File: config.mk
export PLATFORM = sky130hd
export DESIGN_NAME = vga_zapper_sense_flat
export DESIGN_NICKNAME = d
export VERILOG_FILES = /design/src/rtl/vga_zapper_sense_pkg.sv /design/src/rtl/vga_zapper_sense_if.sv /design/src/rtl/vga_zapper_sense_window_check.sv /design/src/rtl/vga_zapper_sense.sv /design/src/flat_wrapper.sv
export SDC_FILE = /design/constraint.sdc
export NUM_CORES = 1
export LEC_CHECK = 0
export BUFFER_PORTS_ARGS = -buffer_cell sky130_fd_sc_hd__buf_2
export CAP_MARGIN = 20
export CORE_AREA = 2 2 104 106
export DETAILED_ROUTE_END_ITERATION = 12
export DIE_AREA = 0 0 106 108
export PLACE_DENSITY = 0.81
export RECOVER_POWER = 100
export SYNTH_ARGS = -nofsm -noshare
export SYNTH_HDL_FRONTEND = slang
export SYNTH_SLANG_ARGS = --single-unit
export TNS_END_PERCENT = 20
File: constraint.sdc
create_clock -name clk -period 2.54 [get_ports clk]
set_clock_uncertainty 0.05 [all_clocks]
set_input_delay 0 -clock clk [delete_from_list [all_inputs] [get_ports clk]]
set_output_delay 0 -clock clk [all_outputs]
set_load 0.05 [all_outputs]
File: src/rtl/vga_zapper_sense_pkg.sv
// Shared types, screen limits and small helpers for the zapper light-gun
// sensor.
//   zs_state_t  : sensor FSM states
//   HOR_PIXELS  : visible screen width
//   VER_PIXELS  : visible screen height
//   win_lo/hi   : clipped window bounds, computed 12 bits wide so nothing wraps
//   sat_inc     : 8-bit increment that sticks at 255
`timescale 1ns/1ps
package vga_zapper_sense_pkg;

    typedef enum logic [1:0] {ZS_IDLE, ZS_WAIT, ZS_SCAN, ZS_DONE} zs_state_t;

    localparam int HOR_PIXELS = 1024;
    localparam int VER_PIXELS = 768;

    function automatic logic [11:0] win_lo(input logic [10:0] c, input logic [11:0] half);
        logic [11:0] c12;
        c12 = {1'b0, c};
        return (c12 < half) ? 12'd0 : c12 - half;
    endfunction

    function automatic logic [11:0] win_hi(input logic [10:0] c, input logic [11:0] half,
                                           input logic [11:0] limit);
        logic [11:0] sum;
        sum = {1'b0, c} + half;
        return (sum > limit) ? limit : sum;
    endfunction

    function automatic logic [7:0] sat_inc(input logic [7:0] v, input logic en);
        return (en && (v != 8'hFF)) ? v + 8'd1 : v;
    endfunction

endpackage

File: src/rtl/vga_zapper_sense_if.sv
// VGA pixel stream as produced by each drawing stage.
//   hcount/vcount : pixel coordinates
//   hblnk/vblnk   : blanking flags
//   hsync/vsync   : sync pulses
//   rgb           : 4:4:4 pixel colour
// master drives the stream, slave observes it.
`timescale 1ns/1ps
interface itf_vga;
    logic [10:0] hcount;
    logic [10:0] vcount;
    logic        hblnk;
    logic        vblnk;
    logic        hsync;
    logic        vsync;
    logic [11:0] rgb;

    modport master (output hcount, vcount, hblnk, vblnk, hsync, vsync, rgb);
    modport slave  (input  hcount, vcount, hblnk, vblnk, hsync, vsync, rgb);
endinterface

File: src/rtl/vga_zapper_sense_window_check.sv
// Pixel qualification stage of the zapper sensor.
// Registers the incoming stream and new_frame once, then flags the registered
// pixel when it is visible, inside the latched window and bright on all three
// colour channels.
//   clk, rst        : pixel clock, asynchronous active-high reset
//   vga             : observed stream (slave)
//   new_frame       : frame boundary pulse, delayed here by the same one cycle
//   x_lo..y_hi      : inclusive window bounds (12 bit)
//   frame_start     : new_frame aligned with the registered pixel
//   px_qual         : registered pixel counts as a bright window hit
// The sync pulses are not needed to qualify a pixel and are left unread.
`timescale 1ns/1ps
module zapper_window_check
    import vga_zapper_sense_pkg::*;
#(
    parameter logic [3:0] BRIGHT_MIN = 4'hC
) (
    input  logic        clk,
    input  logic        rst,
    itf_vga.slave       vga,
    input  logic        new_frame,
    input  logic [11:0] x_lo,
    input  logic [11:0] x_hi,
    input  logic [11:0] y_lo,
    input  logic [11:0] y_hi,
    output logic        frame_start,
    output logic        px_qual
);

    logic [10:0] hcount_reg;
    logic [10:0] vcount_reg;
    logic        hblnk_reg;
    logic        vblnk_reg;
    logic [11:0] rgb_reg;
    logic        nf_reg;
    logic [2:0]  chan_ok;
    logic        in_x;
    logic        in_y;

    always_ff @(posedge clk or posedge rst) begin
        if (rst) begin
            hcount_reg <= '0;
            vcount_reg <= '0;
            hblnk_reg  <= 1'b1;
            vblnk_reg  <= 1'b1;
            rgb_reg    <= '0;
            nf_reg     <= 1'b0;
        end else begin
            hcount_reg <= vga.hcount;
            vcount_reg <= vga.vcount;
            hblnk_reg  <= vga.hblnk;
            vblnk_reg  <= vga.vblnk;
            rgb_reg    <= vga.rgb;
            nf_reg     <= new_frame;
        end
    end

    genvar gi;
    generate
        for (gi = 0; gi < 3; gi++) begin : g_chan
            assign chan_ok[gi] = (rgb_reg[4*gi +: 4] >= BRIGHT_MIN);
        end
    endgenerate

    always_comb begin
        in_x    = ({1'b0, hcount_reg} >= x_lo) && ({1'b0, hcount_reg} <= x_hi);
        in_y    = ({1'b0, vcount_reg} >= y_lo) && ({1'b0, vcount_reg} <= y_hi);
        px_qual = !hblnk_reg && !vblnk_reg && in_x && in_y && (&chan_ok);
    end

    assign frame_start = nf_reg;

endmodule

File: src/rtl/vga_zapper_sense.sv
// Light-gun (zapper) sensor observing the finished VGA stream.
// A trigger latches the aim window; the sensor then waits for the next frame
// boundary, counts bright visible pixels inside the window for exactly one
// frame and reports hit/miss.
//   clk, rst      : pixel clock, asynchronous active-high reset
//   in            : observed stream (slave)
//   new_frame     : one-cycle pulse at the first pixel of each frame
//   trigger       : one-cycle shot request
//   aim_x, aim_y  : crosshair position
//   busy          : shot in progress
//   result_valid  : one-cycle pulse, hit/bright_count final in that cycle
//   hit           : count >= THRESHOLD, held until the next result
//   bright_count  : saturating count of the last scan, held
`timescale 1ns/1ps
module vga_zapper_sense
    import vga_zapper_sense_pkg::*;
#(
    parameter int         WIN        = 4,
    parameter int         THRESHOLD  = 16,
    parameter logic [3:0] BRIGHT_MIN = 4'hC
) (
    input  logic        clk,
    input  logic        rst,
    itf_vga.slave       in,
    input  logic        new_frame,
    input  logic        trigger,
    input  logic [10:0] aim_x,
    input  logic [10:0] aim_y,
    output logic        busy,
    output logic        result_valid,
    output logic        hit,
    output logic [7:0]  bright_count
);

    localparam logic [11:0] HALF    = 12'(WIN);
    localparam logic [11:0] X_LIMIT = 12'(HOR_PIXELS - 1);
    localparam logic [11:0] Y_LIMIT = 12'(VER_PIXELS - 1);
    localparam logic [8:0]  THR     = 9'(THRESHOLD);

    zs_state_t   state_reg, state_next;
    logic [7:0]  count_reg, count_next;
    logic [11:0] x_lo_reg, x_lo_next;
    logic [11:0] x_hi_reg, x_hi_next;
    logic [11:0] y_lo_reg, y_lo_next;
    logic [11:0] y_hi_reg, y_hi_next;
    logic        armed_reg, armed_next;
    logic        hit_reg, hit_next;
    logic [7:0]  bc_reg, bc_next;
    logic        frame_start;
    logic        px_qual;

    zapper_window_check #(
        .BRIGHT_MIN (BRIGHT_MIN)
    ) u_check (
        .clk         (clk),
        .rst         (rst),
        .vga         (in),
        .new_frame   (new_frame),
        .x_lo        (x_lo_reg),
        .x_hi        (x_hi_reg),
        .y_lo        (y_lo_reg),
        .y_hi        (y_hi_reg),
        .frame_start (frame_start),
        .px_qual     (px_qual)
    );

    always_ff @(posedge clk or posedge rst) begin
        if (rst) begin
            state_reg <= ZS_IDLE;
            count_reg <= '0;
            x_lo_reg  <= '0;
            x_hi_reg  <= '0;
            y_lo_reg  <= '0;
            y_hi_reg  <= '0;
            armed_reg <= 1'b0;
            hit_reg   <= 1'b0;
            bc_reg    <= '0;
        end else begin
            state_reg <= state_next;
            count_reg <= count_next;
            x_lo_reg  <= x_lo_next;
            x_hi_reg  <= x_hi_next;
            y_lo_reg  <= y_lo_next;
            y_hi_reg  <= y_hi_next;
            armed_reg <= armed_next;
            hit_reg   <= hit_next;
            bc_reg    <= bc_next;
        end
    end

    always_comb begin
        state_next = state_reg;
        count_next = count_reg;
        x_lo_next  = x_lo_reg;
        x_hi_next  = x_hi_reg;
        y_lo_next  = y_lo_reg;
        y_hi_next  = y_hi_reg;
        armed_next = armed_reg;
        hit_next   = hit_reg;
        bc_next    = bc_reg;
        case (state_reg)
            ZS_IDLE: begin
                if (trigger) begin
                    state_next = ZS_WAIT;
                    count_next = '0;
                    x_lo_next  = win_lo(aim_x, HALF);
                    x_hi_next  = win_hi(aim_x, HALF, X_LIMIT);
                    y_lo_next  = win_lo(aim_y, HALF);
                    y_hi_next  = win_hi(aim_y, HALF, Y_LIMIT);
                    armed_next = 1'b0;
                end
            end
            ZS_WAIT: begin
                // The first WAIT cycle sees the delayed copy of a new_frame
                // that coincided with the trigger; that one must not start
                // the scan, hence the one-cycle arming delay.
                armed_next = 1'b1;
                if (frame_start && armed_reg) begin
                    state_next = ZS_SCAN;
                    // The boundary pixel is the first pixel of the scanned
                    // frame, so it is counted here rather than lost.
                    count_next = sat_inc(count_reg, px_qual);
                end
            end
            ZS_SCAN: begin
                if (frame_start) begin
                    // This pixel already belongs to the following frame.
                    state_next = ZS_DONE;
                    hit_next   = ({1'b0, count_reg} >= THR);
                    bc_next    = count_reg;
                end else begin
                    count_next = sat_inc(count_reg, px_qual);
                end
            end
            ZS_DONE: begin
                state_next = ZS_IDLE;
            end
            default: begin
                state_next = ZS_IDLE;
            end
        endcase
    end

    assign busy         = (state_reg != ZS_IDLE);
    assign result_valid = (state_reg == ZS_DONE);
    assign hit          = hit_reg;
    assign bright_count = bc_reg;

endmodule

File: src/flat_wrapper.sv
// flat-port wrapper written by rule: the top's interface ports become plain ports
module vga_zapper_sense_flat import vga_zapper_sense_pkg::*;
#(
    parameter int         WIN        = 4,
    parameter int         THRESHOLD  = 16,
    parameter logic [3:0] BRIGHT_MIN = 4'hC
)
  (clk, rst, new_frame, trigger, aim_x, aim_y, busy, result_valid, hit, bright_count, in_hcount, in_vcount, in_hblnk, in_vblnk, in_hsync, in_vsync, in_rgb);
  itf_vga in_i ();
  input  logic clk;
  input  logic rst;
  input  logic new_frame;
  input  logic trigger;
  input  logic [10:0] aim_x;
  input  logic [10:0] aim_y;
  output logic busy;
  output logic result_valid;
  output logic hit;
  output logic [7:0] bright_count;
  input wire logic [$bits(in_i.hcount)-1:0] in_hcount;
  input wire logic [$bits(in_i.vcount)-1:0] in_vcount;
  input wire logic [$bits(in_i.hblnk)-1:0] in_hblnk;
  input wire logic [$bits(in_i.vblnk)-1:0] in_vblnk;
  input wire logic [$bits(in_i.hsync)-1:0] in_hsync;
  input wire logic [$bits(in_i.vsync)-1:0] in_vsync;
  input wire logic [$bits(in_i.rgb)-1:0] in_rgb;
  assign in_i.hcount = in_hcount;
  assign in_i.vcount = in_vcount;
  assign in_i.hblnk = in_hblnk;
  assign in_i.vblnk = in_vblnk;
  assign in_i.hsync = in_hsync;
  assign in_i.vsync = in_vsync;
  assign in_i.rgb = in_rgb;
  vga_zapper_sense #(.WIN(WIN), .THRESHOLD(THRESHOLD), .BRIGHT_MIN(BRIGHT_MIN)) u_core (.clk(clk), .rst(rst), .in(in_i), .new_frame(new_frame), .trigger(trigger), .aim_x(aim_x), .aim_y(aim_y), .busy(busy), .result_valid(result_valid), .hit(hit), .bright_count(bright_count));
endmodule
# Word-level counts from Yosys, hierarchy flattened
# Cells that the tools add are included.
# W data, S select, Z words.
# op_classes
n_addsub,5
magnitude_cmp,12
n_eq_ne,8
muxes,15
reduce_logical,20
# op_table
operator,n
$mux W12,4
$mux W8,4
$add A11 B3 Y12 const B,2
$ge A11 B12 Y1,2
$gt A12 B10 Y1 const B,2
$le A11 B12 Y1,2
$pmux W8 S3,1
$sub A11 B3 Y12 const B,2
$lt A11 B3 Y1 const B,2
$ge A4 B4 Y1 const B,3
$add A8 B1 Y8 const B,1
$ge A8 B5 Y1 const B,1
$logic_and A1 B1 Y1,8
$ne A8 B8 Y1 const B,1
$pmux W2 S4,1
$mux W2,3
$ne A2 B2 Y1 const B,3
$reduce_and A2 Y1,3
$reduce_and A3 Y1,2
$eq A2 B2 Y1 const B,2
$reduce_and A4 Y1,1
$reduce_bool A2 Y1,2
$reduce_bool A3 Y1,1
$eq A2 B1 Y1 const B,1
other kinds (5),6
# totals
regBits,105
inputBits,64
output_inout_bits,11
elab_cells,75

# Depth between registers and ports, before layout
# logic_depth
depth_word,9
depth_mapped,10
mapped_depth_nobuf,9

# Modules after synthesis
# Synthesis repeated with hierarchy kept, for this count alone.
# hier_totals
cells_unflattened,559
hier_area_um2,5534.1
# modules_own_cells
module,instances,cells_per_inst,area_per_inst_um2,seq_area_each_um2
vga_zapper_sense,1,369,3573.4,1701.6
zapper_window_check,1,190,1960.6,778.2

# Least setup slack after synthesis
# OpenSTA, ideal clock, no wires.
# synth_path
kind,reg-to-reg
startpoint,register u_core.state_reg[0]
endpoint,register u_core.count_reg[4]
setup_ns,0.124
arrival_ns,2.556
required_time_ns,2.366
setup_slack_ns,-0.190
path_stages_with_launch,11
path_buffers,1
period_less_slack_ns,2.730
cell_sequence,dfrtp_1 > inv_1 > ha_1 > nand2b_1 > a221o_1 > nor3_1 > o2111ai_1 > a2111oi_2 > buf_4 > a41oi_1 > a211o_1
# synth_between
elab_chain_len,3
elab_cells_between_ends,9
classes_between,eq/ne: 5; mux: 1; reduce/logical: 3
# synth_rtl
item,line,source
from (decl),vga_zapper_sense.sv:40,"zs_state_t state_reg, state_next;"
from (signal assigned),vga_zapper_sense.sv:79,state_reg <= state_next;
$eq A2 B1 Y1 (tied with other cells),vga_zapper_sense.sv:101,case (state_reg)
$ne A2 B1 Y1 (no line) (tied with other cells),n/a,
$reduce_and A4 Y1 (no line),n/a,
to (signal assigned),vga_zapper_sense.sv:80,count_reg <= count_next;
to (decl),vga_zapper_sense.sv:41,"logic [7:0] count_reg, count_next;"
# Parallel ways exist; a longest one is shown, timed or not.
# A chain may end at the register's enable or synchronous reset.

# Worst setup path after layout
# layout_path
startpoint,register u_core.u_check.hcount_reg[10]
endpoint,register u_core.count_reg[4]
# layout_between
elab_chain_len,9
elab_cells_between_ends,11
classes_between,order compare: 2; mux: 4; reduce/logical: 5
# layout_rtl
item,line,source
from (decl),vga_zapper_sense_window_check.sv:30,logic [10:0] hcount_reg;
from (signal assigned),vga_zapper_sense_window_check.sv:49,hcount_reg <= vga.hcount;
$ge A11 B12 Y1 / $le A11 B12 Y1 (equally long branches),vga_zapper_sense_window_check.sv:66,"in_x = ({1'b0, hcount_reg} >= x_lo) && ({1'b0, hcount_reg} <= x_hi);"
$logic_and A1 B1 Y1 *,vga_zapper_sense_window_check.sv:66,
$logic_and A1 B1 Y1 * (3 in series),vga_zapper_sense_window_check.sv:68,px_qual = !hblnk_reg && !vblnk_reg && in_x && in_y && (&chan_ok);
$logic_and A1 B1 Y1 *,vga_zapper_sense_pkg.sv:30,return (en && (v != 8'hFF)) ? v + 8'd1 : v;
$mux W8 *,n/a,
"$mux W8, on equally long branches",n/a,
$pmux W8 S3 *,n/a,
# Mark *: on every way between the ends. The rest lies on a longest branch, timed or not. The select of a mux whose other input is x is not followed.

==> results_dict.tcl <==
set metrics [dict create \
    critPathBufInv 1 \
    min_path_type "in2reg" \
    cp-start-kind "flop" \
    crit_path_end_kind "flop" \
    whs_ns 0.0543 \
    ios 75 \
    yosysWarnings 0 \
    grt_antenna_before_repair 0 \
    layout.nets 773 \
    layout_setup_ws_ns -0.0587 \
    cts_buffer_depth 2 \
    io_buffers 66 \
    critPathArrivalTime_ns 2.82 \
    die_y_um 108 \
    rows 37 \
    grt_max_degree 100 \
    crit_chain "ha_1 > nand3b_1 > or4_1 > o21ai_1 > o2111ai_1 > a2111oi_2 > buf_4 > a41oi_1 > a211o_1" \
    p_sw_w 0.00236 \
    syn_inst 527 \
    start_util 0.514 \
    totalWireLength_mm 12.5 \
    crit_slowest_cell "or4_1" \
    relSlewSlack -0.411 \
    cts-buffers-inserted 9 \
    crit_fanout 9 \
    vias 4345 \
    synthFlopType "dfrtp_1" \
    clkSinkCount 99 \
    syn2layout_area_growth_pct 25.0 \
    vias_per_cell 5.46 \
    finalPower_w 0.00605 \
    htreeDepth 3 \
    reg2reg_depth 9 \
    dr.pass1.iters 4 \
    synth-edff-count 0 \
    design_area_sq_um 6580 \
    synth_cell_types 54 \
    hold_viol 0 \
    slowest_delay_ns 0.55 \
    crit_family "compound AO/OA/AOI/OAI gates" \
    fillers 798 \
    final.min_clock_period_ns 2.60 \
    async_reset_ff_frac 1.00 \
    grt_overflow_total 0 \
    drc 0 \
    grt_first_pass_wirelength_mm 21.1 \
    pwr-share-clk 0.188 \
    stdcell_count 796 \
    regArea_sq_um 2480 \
    seqPwrFrac 0.372 \
    fin_tns_setup_ns -0.227 \
    combPwrFrac 0.440 \
    placedCellCount 724 \
    grt_pass1_vias 4542 \
    multi_input_area_sq_um 2550 \
    cp.depth 9 \
    status "complete, but fails checks" \
    placed_area_sq_um 5820 \
    n_antenna_cell 0 \
    cp.required_ns 2.76 \
    syn_area_sq_um 5260 \
    setup_viol 6 \
    violations "capacitance limit, slew limit, setup timing" \
    path_clk_slew_ns 0.10 \
    cts_root_buf "clkbuf_8" \
    cts_setup_buffers 0 \
    drive_above_1_share 0.142 \
    max_freq_mhz 385 \
    grtUsageTotal 0.234 \
    gp_congestion 0.881 \
    swShare 0.390 \
    die_x_um 106 \
    core_area_sq_um 10200 \
    fin_crit_sh 1.02 \
    worstMarginPinSlew_ns 2.12 \
    power_leakage_nw 3.07 \
    worstSetupPathType "reg2reg" \
    synth_fp_nets 645 \
    maxCapViolations 1 \
    wl_per_cell_um 15.7 \
    clk_latency_ns 0.38 \
    ys_seq_area_frac 0.471 \
    die_area_sq_um 11400 \
    cts_tree "yes" \
    internal-power_w 0.00369 \
    slew_violations 100 \
    syn_avg_cell_area_sq_um 9.99 \
    ant_nets 0 \
    dpl.hpwl_mm 8.75 \
    ys_seq_elements 99 \
    power_density_nw_per_um2 920 \
    vdd_drop_max_uv 496 \
    rsz0062_at_grt "true" \
    drt_iter0_drc 311 \
    hold_depth 3 \
]
-- per-layer routing --
metal / global-route usage / wire, um / vias up
li1: - / - / 2115
met1: 0.288 / 5430 / 2118
met2: 0.415 / 6270 / 94
met3: 0.0549 / 530 / 18
met4: 0.0695 / 242 / 0
met5: 0 / 0 / -
-- metrics by stage --
stage,worst slack [ns],util
2_1_floorplan,0.0147,-
5_1_grt,-0.209,0.643
3_3_place_gp,0.0111,0.568
6_report,-0.0587,0.643
4_1_cts,-0.0488,0.647
3_5_place_dp,-0.0356,0.568
-- path summary, 6_finish.rpt --
path                                                    start                      to  slack (ns)
worst max-delay path            u_core.u_check.hcount_reg[10]     u_core.count_reg[4]       -0.06
worst min-delay path                                 aim_y[3]     u_core.y_lo_reg[11]        0.05
worst max register to register  u_core.u_check.hcount_reg[10]     u_core.count_reg[4]       -0.06
worst min register to register         u_core.bright_count[0]  u_core.bright_count[0]        0.44
max in group asynchronous                                 rst  u_core.bright_count[2]        0.28
min in group asynchronous                                 rst      u_core.y_hi_reg[3]        0.92
-- cells in the mapped netlist, types with 8 or more instances --
cell type	n	area, sq um
a21oi_1	16	80.1
a2bb2oi_1	8	70.1
clkbuf_1	16	60.1
dfrtp_1	97	2430
ha_1	54	676
inv_1	55	206
mux2_2	8	90.1
nand2_1	58	218
nand3_1	23	115
nor2_1	23	86.3
o211ai_1	13	97.6
o21ai_0	23	115
o22ai_1	10	62.6
xnor2_1	10	87.6
xor2_1	8	70.1
-- power by group through the flow --
stage | clock, W | sequential, W | combinational, W
2_1_floorplan | 0 | 0.00239 | 0.00175
3_3_place_gp | 0 | 0.00225 | 0.00245
3_5_place_dp | 0 | 0.00227 | 0.00258
4_1_cts | 0.00116 | 0.00224 | 0.00270
5_1_grt | 0.00123 | 0.00230 | 0.00302
6_report | 0.00114 | 0.00225 | 0.00266
-- cell usage in the layout, fill, tap and decap left out, types with 5 or more instances in the layout --
master | synthesis | layout
nor2b_1 | 7 | 7
nand3_1 | 23 | 23
a2bb2oi_1 | 8 | 8
and3_1 | 7 | 7
xnor2_1 | 10 | 10
dlygate4sd3_1 | 0 | 56
nand4_1 | 5 | 5
buf_4 | 1 | 6
o31ai_1 | 5 | 5
o211ai_1 | 13 | 13
a211oi_1 | 5 | 5
nor2_1 | 23 | 23
mux2_2 | 8 | 7
xor2_1 | 8 | 8
dfrtp_1 | 97 | 97
inv_1 | 55 | 54
nand2_1 | 58 | 59
clkbuf_1 | 16 | 19
nor4_1 | 7 | 6
buf_2 | 0 | 50
clkbuf_8 | 0 | 10
o21ai_0 | 23 | 22
o22ai_1 | 10 | 10
ha_1 | 54 | 52
a21oi_1 | 16 | 16
or3_1 | 5 | 5
nand3b_1 | 7 | 7
nor3_1 | 7 | 6
-- tightest hold or removal path, stage by stage --
cell and delay, ns:
buf_2 0.17, or3_1 0.20, o41ai_1 0.08
-- logic make-up after synthesis --
group                      count (synthesis)  share of synthesized area
DFF                                       99                      0.471
and+or+nand+nor                          165                      0.155
AOI/OAI and AO/OA                        109                      0.143
muxes                                     10                     0.0209
adders and majority gates                 54                      0.128
buffers and inverters                     72                     0.0521
xor gates and xnor gates                  18                     0.0299
-- cell type report --
cell class                 instances  area share
multi-input combinational        356       0.387
sequential                        99       0.377
timing repair buffer             134       0.144
inverter                          55      0.0319
tap                              136      0.0259
clock buffer                      11      0.0215
clock inverter                     5      0.0129
-- what timing repair did --
item / in CTS / in global routing
hold buffers: 56 / 0
endpoints found under the hold margin: 163 / 0
endpoints found under the setup margin: 6 / 8
gates resized for setup: 4 / 1
pin swaps: 0 / 0
gates cloned: 0 / 0
No activity file was read; power rests on OpenSTA's default activity.
